## src/rtl/alu_cmd_sequencer.sv

```systemverilog
// alu_cmd_sequencer: multi-cycle controller between a command source and an
// external 16-bit combinational ALU. It owns an NREG x 16 register file and
// the {C,N,Z} flags.
//
// Flow: IDLE -> FETCH -> EXEC -> RESP -> IDLE.
// EXEC lasts two cycles:
//   - Cycle 1 loads the registered ALU inputs.
//   - Cycle 2 captures the ALU result after it has had a full cycle to settle.
//
// Timing: with the command accepted at edge k, rsp_valid rises after edge k+3.
//
// Handshakes (valid/ready):
//   - A transfer happens on a rising edge where valid && ready.
//   - The producer holds valid and its payload until that edge.
//   - ready is a pure function of the FSM state and never depends on valid.
//
// Optional build macro:
//   PERF_CNT_EN adds the perf_cmds and perf_stall counters.
module alu_cmd_sequencer #(
  parameter int NREG = 8
) (
  input  logic                      clk,
  input  logic                      rst_n,
  input  logic                      cmd_valid,
  output logic                      cmd_ready,
  input  logic [2:0]                cmd_op,
  input  logic [$clog2(NREG)-1:0]   cmd_dst,
  input  logic [$clog2(NREG)-1:0]   cmd_srca,
  input  logic [$clog2(NREG)-1:0]   cmd_srcb,
  input  logic [15:0]               cmd_imm,
  output logic                      rsp_valid,
  input  logic                      rsp_ready,
  output logic [15:0]               rsp_data,
  output logic [2:0]                rsp_flags,
  output logic [15:0]               alu_inA,
  output logic [15:0]               alu_inB,
  output logic                      alu_inC,
  output logic [2:0]                alu_opc,
  input  logic [15:0]               alu_out,
  input  logic                      alu_zer,
  input  logic                      alu_neg
`ifdef PERF_CNT_EN
  ,
  output logic [15:0]               perf_cmds,
  output logic [15:0]               perf_stall
`endif
);

  localparam int AW = $clog2(NREG);
  localparam logic [2:0] OP_ADDC = 3'b010;
  localparam logic [2:0] OP_LOAD = 3'b111;

  typedef enum logic [1:0] {S_IDLE, S_FETCH, S_EXEC, S_RESP} state_t;

  state_t          state;
  state_t          state_nxt;
  logic [15:0]     regs [NREG];
  logic [2:0]      op_q;
  logic [AW-1:0]   dst_q;
  logic [AW-1:0]   srca_q;
  logic [AW-1:0]   srcb_q;
  logic [15:0]     imm_q;
  logic [15:0]     op_a;
  logic [15:0]     op_b;
  logic            alu_armed;   // ALU inputs are loaded; the next EXEC edge captures
  logic            flag_c;
  logic            flag_n;
  logic            flag_z;
  logic            cmd_fire;
  logic            rsp_fire;
  logic            capture;
  logic [15:0]     result;
  logic            add_carry;

  assign cmd_fire  = cmd_valid && (state == S_IDLE);
  assign rsp_fire  = rsp_ready && (state == S_RESP);
  assign capture   = (state == S_EXEC) && alu_armed;
  assign result    = (op_q == OP_LOAD) ? imm_q : alu_out;
  assign add_carry = ({1'b0, op_a} + {1'b0, op_b} + {16'b0, flag_c}) > 17'h0FFFF;
  assign rsp_flags = {flag_c, flag_n, flag_z};

  // State register; reset aborts any command in flight.
  always_ff @(posedge clk or negedge rst_n) begin
    if (!rst_n) state <= S_IDLE;
    else        state <= state_nxt;
  end

  // Next-state and handshake outputs.
  always_comb begin
    state_nxt = state;
    cmd_ready = 1'b0;
    rsp_valid = 1'b0;
    case (state)
      S_IDLE: begin
        cmd_ready = 1'b1;
        if (cmd_valid) state_nxt = S_FETCH;
      end
      S_FETCH: state_nxt = S_EXEC;
      S_EXEC:  if (alu_armed) state_nxt = S_RESP;
      S_RESP: begin
        rsp_valid = 1'b1;
        if (rsp_ready) state_nxt = S_IDLE;
      end
      default: state_nxt = S_IDLE;
    endcase
  end

  // Command latch, operand fetch, ALU drive and result/flag capture.
  always_ff @(posedge clk or negedge rst_n) begin
    if (!rst_n) begin
      op_q      <= '0;
      dst_q     <= '0;
      srca_q    <= '0;
      srcb_q    <= '0;
      imm_q     <= '0;
      op_a      <= '0;
      op_b      <= '0;
      alu_armed <= 1'b0;
      alu_inA   <= '0;
      alu_inB   <= '0;
      alu_inC   <= 1'b0;
      alu_opc   <= '0;
      rsp_data  <= '0;
      flag_c    <= 1'b0;
      flag_n    <= 1'b0;
      flag_z    <= 1'b0;
    end else begin
      if (cmd_fire) begin
        op_q   <= cmd_op;
        dst_q  <= cmd_dst;
        srca_q <= cmd_srca;
        srcb_q <= cmd_srcb;
        imm_q  <= cmd_imm;
      end
      if (state == S_FETCH) begin
        op_a      <= regs[srca_q];
        op_b      <= regs[srcb_q];
        alu_armed <= 1'b0;
      end
      if ((state == S_EXEC) && !alu_armed) begin
        alu_armed <= 1'b1;
        // LOAD bypasses the ALU, so opcode 111 is never presented to it.
        if (op_q != OP_LOAD) begin
          alu_inA <= op_a;
          alu_inB <= op_b;
          alu_opc <= op_q;
          alu_inC <= (op_q == OP_ADDC) ? flag_c : 1'b0;
        end
      end
      if (capture) begin
        rsp_data <= result;
        if (op_q == OP_LOAD) begin
          flag_z <= (imm_q == 16'h0000);
          flag_n <= imm_q[15];
        end else begin
          flag_z <= alu_zer;
          flag_n <= alu_neg;
          if (op_q == OP_ADDC) flag_c <= add_carry;
        end
      end
    end
  end

  // Register file; written on the edge that enters RESP.
  always_ff @(posedge clk or negedge rst_n) begin
    if (!rst_n) begin
      for (int i = 0; i < NREG; i++) regs[i] <= '0;
    end else if (capture) begin
      regs[dst_q] <= result;
    end
  end

`ifdef PERF_CNT_EN
  // Completed-command and response-stall counters; both wrap naturally.
  always_ff @(posedge clk or negedge rst_n) begin
    if (!rst_n) begin
      perf_cmds  <= '0;
      perf_stall <= '0;
    end else begin
      if (rsp_fire) perf_cmds <= perf_cmds + 16'd1;
      if ((state == S_RESP) && !rsp_ready) perf_stall <= perf_stall + 16'd1;
    end
  end
`endif

endmodule

```

## config.mk

```make
export PLATFORM = sky130hd
export DESIGN_NAME = alu_cmd_sequencer
export DESIGN_NICKNAME = d
export VERILOG_FILES = /design/src/rtl/alu_cmd_sequencer.sv
export SDC_FILE = /design/constraint.sdc
export NUM_CORES = 1
export LEC_CHECK = 0
export CAP_MARGIN = 30
export CORE_MARGIN = 8
export CORE_UTILIZATION = 50
export CTS_CLUSTER_DIAMETER = 80
export DETAILED_ROUTE_END_ITERATION = 8
export GPL_ROUTABILITY_DRIVEN = 0
export HOLD_SLACK_MARGIN = 0.15
export PLACE_DENSITY = 0.71
export SYNTH_ARGS = -nofsm -noshare
export SYNTH_HDL_FRONTEND = slang
export SYNTH_SLANG_ARGS = --single-unit
```

## constraint.sdc

```tcl
create_clock -name clk -period 2.4 [get_ports clk]
set_input_delay 0.48 -clock clk [delete_from_list [all_inputs] [get_ports clk]]
set_output_delay 0.48 -clock clk [all_outputs]
set_load 0.01 [all_outputs]
```

==> flow_summary_export.csv, run 1 <==
group,metric,value,unit
clock_tree,cts_tree,"built",
sta,slew-limit-headroom,59.1,%
sta,setup_ws,131,ps
finish,final_nets,1163,
setup_path,required,1920,ps
finish,final_cell_mix,"246 x dfrtp_1, 239 x nand2_1, 134 x o21ai_0",
clock_tree,clk_pin_slew,60,ps
drt,detailroute.via_count,7890,
logic_synthesis,synthArstFlopShare,100,%
die,num_rows,56,
die,ios,107,
outcome,outcome,"complete, no violations",
drt,dr.pass1.iters,5,
clock_tree,clk-insertion-delay-late,520,ps
placed_design,port_buffers,106,
logic_synthesis,ys.flop_type,"dfrtp_1",
pwr,pwr-share-clk,20.4,%
finish,final_common_cell,"dfrtp_1",
logic_synthesis,synth_area_per_cell,11.7,µm²
die,start_util,50.3,%
pwr,cellLeakagePower,0.00614,µW
global_route,grt_max_degree,75,
setup_path,crit_arrival,1790,ps
setup_path,reg2reg_slack,390,ps
finish,diodes,0,
drt,route.detailed.drc,0,
drt,wl,26500,µm
pwr,powerDensity,1460,nW/µm²
drt,wl_per_cell,18.6,µm
die,dieWidth,169,µm
global_route,grtUsageTotal,19.2,%
sta,min_period_over_period,94.5,%
logic_synthesis,yosysWarnings,0,
pwr,pwr-share-comb,41.9,%
finish,drive_above_1_share,13.8,%
drt,viasPerCell,5.52,
setup_path,critPathKind,"reg2out",
placed_design,pre_cts_ws,409,ps
pwr,internal-power,13100,µW
logic_synthesis,synth-seq-cells,246,
setup_path,r2r_end,"flag_c",
pwr,seqPwrFrac,37.7,%
sta,fin_skew,5.66,ps
hold_path,min_from,"alu_opc[1]",
pwr,irDropWorstVdd,783,µV
logic_synthesis,syn_inst,998,
clock_tree,cts-root-buf,"clkbuf_16",
clock_tree,cts_buffer_depth,3,
setup_path,start_kind,"flip-flop",
global_route,overflow,0,
setup_path,end_kind,"output port",
hold_path,holdPathEnd,"alu_opc[1]",
setup_path,timing.rr.start,"op_a[0]",
global_route,grt_pass1_vias,8156,
placed_design,dp_hpwl,17300,µm
finish,area_delta_synth_final,19.7,%
global_route,antenna_found_initial,0,
setup_path,worstPathMaxFanout,4,
sta,grt_setup_unrepaired,"false",
clock_tree,htreeDepth,1,
sta,setup_tns,0,ps
hold_path,hp-class,"reg2reg",
logic_synthesis,synthesis.area,11700,µm²
die,fp.dieH,169,µm
sta,max_slew.worst_pin.slew,614,ps
sta,finalHoldViolations,0,
clock_tree,post-cts-setup-buffer-count,0,
pwr,p_sw_share,35.5,%
sta,slew_viol_final,0,
hold_path,hold_path_depth,2,
sta,fin_hold_ws,471,ps
die,die-area,28500,µm²
setup_path,r2r_cells,6,
drt,postRouteAntennaNets,0,
pwr,switchingPower,7230,µW
logic_synthesis,ys_seq_area_share,52.8,%
die,core_area,23200,µm²
finish,n_fill_cell,1903,
clock_tree,cts_sinks,246,
drt,first_iter_violations,603,
logic_synthesis,synthDistinctLibCells,38,
clock_tree,cts_buffers,26,
global_route,grt_pass1_wl,43900,µm
logic_synthesis,synth_edf_count,0,
run,cap_violations,0,
sta,max_freq,441,MHz
sta,fin_crit,2270,ps
sta,setup_violations,0,
logic_synthesis,syn_nets,1068,
==> worst max path at each step <==
stage	from	to	slack, ps	depth (start not counted)
global placement	op_a[0]	flag_c	480	6
detailed placement	op_a[0]	flag_c	410	6
global route	state[0]	cmd_ready	50	3
finish	state[0]	cmd_ready	130	3
floorplan	op_a[0]	flag_c	570	6
CTS	state[0]	cmd_ready	110	3
==> logic make-up after synthesis <==
| group | Yosys count | share of synthesized area [%] |
|---|---|---|
| DFF | 246 | 52.8 |
| muxes | 140 | 21.7 |
| and+or+nand+nor | 320 | 11.0 |
| buffers and inverters | 74 | 3.47 |
| adders and majority gates | 20 | 2.27 |
| AOI/OAI and AO/OA | 198 | 8.81 |
==> synthesized netlist by cell type (4+ instances only) <==
cell      count  area, µm²
buf_6        10        113
inv_1         4       15.0
ha_1         18        225
nand2_1     239        897
nor2_1       53        199
mux2i_4      14        315
mux2_2       28        315
nand3_1       6       30.0
mux4_1       33        867
clkbuf_1     34        128
nor4_1        5       31.3
dfrtp_1     246       6160
mux4_2       31        698
a21oi_1      54        270
o21ai_0     134        671
mux2i_1      34        340
buf_4         8       60.1
buf_2        18       90.1
nor2b_1       5       31.3
==> area by class of cell <==
type / count / area (µm²) / area share [%]
Sequential cell: 246 / 6160 / 44.1
Multi-Input combinational cell: 678 / 5110 / 36.6
Timing Repair Buffer: 137 / 1390 / 9.94
Clock buffer: 41 / 828 / 5.93
Tap cell: 319 / 399 / 2.86
Clock inverter: 5 / 75.1 / 0.537
Inverter: 4 / 15.0 / 0.107
==> per-layer routing <==
layer  up-vias  track usage, %  part of all wire (%)
li1       3713               -                     -
met1      3900            27.4                    47
met2       241            29.7                    45
met3        36            4.43                   6.9
met4         0            3.88                   1.6
met5         -               0                     0
==> metrics by stage <==
stage	power (µW)	cell area, µm²	instances	util [%]
global placement	15900	13100	1383	56.3
detailed placement	16300	13100	1383	56.3
finish	20400	14000	1430	60.3
global route	21800	14000	1430	60.3
floorplan	13400	11700	998	-
CTS	20500	14000	1430	60.3
==> what timing repair did <==
item	CTS	global route
resized for setup	0	0
hold buffers	1	0
hold endpoints to repair	66	0
==> power by group through the flow <==
stage               Sequential [µW]  Clock (µW)  Combinational [µW]
floorplan                      7470           0                5930
global placement               7590           0                8340
detailed placement             7700           0                8570
CTS                            7640        4230                8630
global route                   7950        4430                9470
finish                         7660        4160                8530
==> critical path, stage by stage, from the launching register on <==
cell,delay [ps]
dfrtp_1,410
inv_1,90
ha_1,210
clkdlybuf4s50_1,560
==> sequential cells by signal, summed over array words and instances (netlist names), 2 cells and up <==
register	count
regs	128
alu_inA	16
alu_inB	16
imm_q	16
op_a	16
op_b	16
rsp_data	16
alu_opc	3
dst_q	3
op_q	3
srca_q	3
srcb_q	3
state	2
Power figures use the tool's default switching activity.
==> inputs of run 2 (changes only) <==
--- a/config.mk
+++ b/config.mk
@@ -8,6 +8,7 @@
 export CAP_MARGIN = 30
 export CORE_MARGIN = 8
 export CORE_UTILIZATION = 50
+export CTS_BUF_LIST = sky130_fd_sc_hd__clkbuf_4
 export CTS_CLUSTER_DIAMETER = 80
 export DETAILED_ROUTE_END_ITERATION = 8
 export GPL_ROUTABILITY_DRIVEN = 0
==> flow_summary_export.csv, run 2 (same netlist as run 1, synthesis figures left out) <==
group,metric,value,unit
outcome,outcome,"complete, no violations",
drt,wl_met1,12600,µm
global_route,grt_max_degree,75,
pwr,pwr-share-comb,43.7,%
sta,slew_viol_final,0,
die,core_area,23200,µm²
setup_path,cp_cell_sequence,"ha_1 -> clkdlybuf4s50_1",
placed_design,port_buffers,106,
pwr,p_sw_share,36.8,%
drt,wl_met3,1740,µm
die,ios,107,
setup_path,critPathSlowestCell,"clkdlybuf4s50_1",
die,dieWidth,169,µm
die,fp.dieH,169,µm
sta,grt_setup_unrepaired,"false",
pwr,cellLeakagePower,0.00614,µW
global_route,grt_pass1_vias,8338,
global_route,grtUsageTotal,19.4,%
pwr,power.total,19500,µW
drt,wl,26500,µm
sta,max_slew.worst_pin.slew,620,ps
clock_tree,cts_tree,"built",
sta,slew-limit-headroom,58.7,%
clock_tree,clk_pin_slew,70,ps
pwr,switchingPower,7180,µW
finish,final_nets,1198,
clock_tree,clk-insertion-delay-late,670,ps
setup_path,end_kind,"output port",
sta,max_freq,442,MHz
pwr,irDropWorstVdd,671,µV
global_route,antenna_found_initial,1,
clock_tree,cts-root-buf,"clkbuf_4",
sta,fin_crit,2260,ps
drt,route.detailed.drc,0,
drt,postRouteAntennaNets,0,
setup_path,start_kind,"flip-flop",
pwr,powerDensity,1410,nW/µm²
drt,detailroute.via_count,8065,
die,start_util,50.3,%
sta,min_period_over_period,94.3,%
run,cap_violations,0,
sta,setup_tns,0,ps
finish,drive_above_1_share,17.8,%
hold_path,hp-class,"in2async",
finish,fin_util,59.5,%
clock_tree,cts_sinks,246,
drt,dr.pass1.iters,5,
finish,largest_reg_flops,128,
finish,n_fill_cell,1923,
setup_path,cpPeakStageDelay,480,ps
sta,fin_skew,26.8,ps
global_route,overflow,0,
clock_tree,htreeDepth,2,
drt,viasPerCell,5.44,
setup_path,r2r_cells,6,
sta,finalHoldViolations,0,
setup_path,required,1920,ps
finish,area_delta_synth_final,18.2,%
sta,fin_hold_ws,387,ps
clock_tree,cts_buffers,61,
setup_path,crit_arrival,1780,ps
sta,setup_violations,0,
setup_path,critPathKind,"reg2out",
drt,maxUsedRoutingLayer,"met4",
finish,final_common_cell,"dfrtp_1",
drt,first_iter_violations,526,
placed_design,dp_hpwl,17300,µm
die,die-area,28500,µm²
drt,route.met2.wl,11800,µm
global_route,grt_pass1_wl,44100,µm
clock_tree,cts_buffer_depth,3,
pwr,internal-power,12300,µW
drt,wl_per_cell,17.9,µm
finish,top_register,"regs",
pwr,pwr-share-clk,17.0,%
setup_path,worstPathMaxFanout,4,
pwr,seqPwrFrac,39.3,%
die,num_rows,56,
clock_tree,post-cts-setup-buffer-count,0,
finish,final_cell_mix,"246 x dfrtp_1, 239 x nand2_1, 134 x o21ai_0",
## run 2: cell count changes in the layout (fill, tap and decap cells not counted)
cell / delta
clkbuf_8: -10
clkbuf_4: +95
clkbuf_1: -4
clkinv_2: -3
clkbuf_16: -27
bufinv_16: -2
diode_2: +1
clkdlybuf4s50_1: -1
clkinv_1: +1
inv_2: +1
dlygate4sd2_1: +1
## run 2: metrics by stage
stage,instances,setup WS [ps],cell area [µm²]
finish,1482,136,13800
global route,1482,12.6,13800
CTS,1481,80.6,13800
detailed placement,1383,409,13100
global placement,1383,475,13100
floorplan,998,569,11700
## run 2: layout make-up
cell class,instances,area [µm²],area share (%)
clock inverters,2,7.51,0.0544
repair buffers,137,1390,10.1
flip-flops and latches,246,6160,44.6
well taps,319,399,2.89
clock buffers,95,713,5.17
multi-input cells,678,5110,37.1
diodes,1,2.50,0.0181
inverters,4,15.0,0.109
## run 2: timing repair
item | in CTS | in global routing
hold buffers | 1 | 0
endpoints found under the hold margin | 66 | 0
resized for setup | 1 | 0
setup endpoints to repair | 1 | 0
## run 2: layer usage
| metal | vias up | track usage (%) |
|---|---|---|
| met2 | 250 | 29.5 |
| met5 | - | 0 |
| met1 | 3963 | 27.3 |
| li1 | 3815 | - |
| met3 | 37 | 4.89 |
| met4 | 0 | 5.40 |
## run 2: worst paths after layout
kind	slack (ps)	end	from
min in group clk	430	imm_q[4]	cmd_imm[4]
max	140	rsp_valid	state[0]
max reg2reg	400	flag_c	op_a[0]
min reg2reg	470	alu_opc[1]	alu_opc[1]
min	390	rsp_data[8]	rst_n
max in group asynchronous	1290	rsp_data[3]	rst_n
## run 2: power groups by stage
stage	Sequential (µW)	Clock, µW	Combinational, µW
4_1_cts	7640	3410	8600
2_1_floorplan	7470	0	5930
3_5_place_dp	7700	0	8570
3_3_place_gp	7590	0	8340
5_1_grt	7940	3690	9430
6_report	7660	3310	8520
## run 2: worst max-delay path, delay by kind of cell, from the launching register on
family                   cells  cell delay, ps
buffers and inverters        1             480
adder cells (fa/ha/maj)      1             220
flip-flops                   1             420
==> inputs of run 3 (changes only) <==
--- a/config.mk
+++ b/config.mk
@@ -14,6 +14,7 @@
 export GPL_ROUTABILITY_DRIVEN = 0
 export HOLD_SLACK_MARGIN = 0.15
 export PLACE_DENSITY = 0.71
+export SKIP_LAST_GASP = 1
 export SYNTH_ARGS = -nofsm -noshare
 export SYNTH_HDL_FRONTEND = slang
 export SYNTH_SLANG_ARGS = --single-unit
==> results of run 3 <==
Final layout, timing and power as in run 2 (identical DEF).
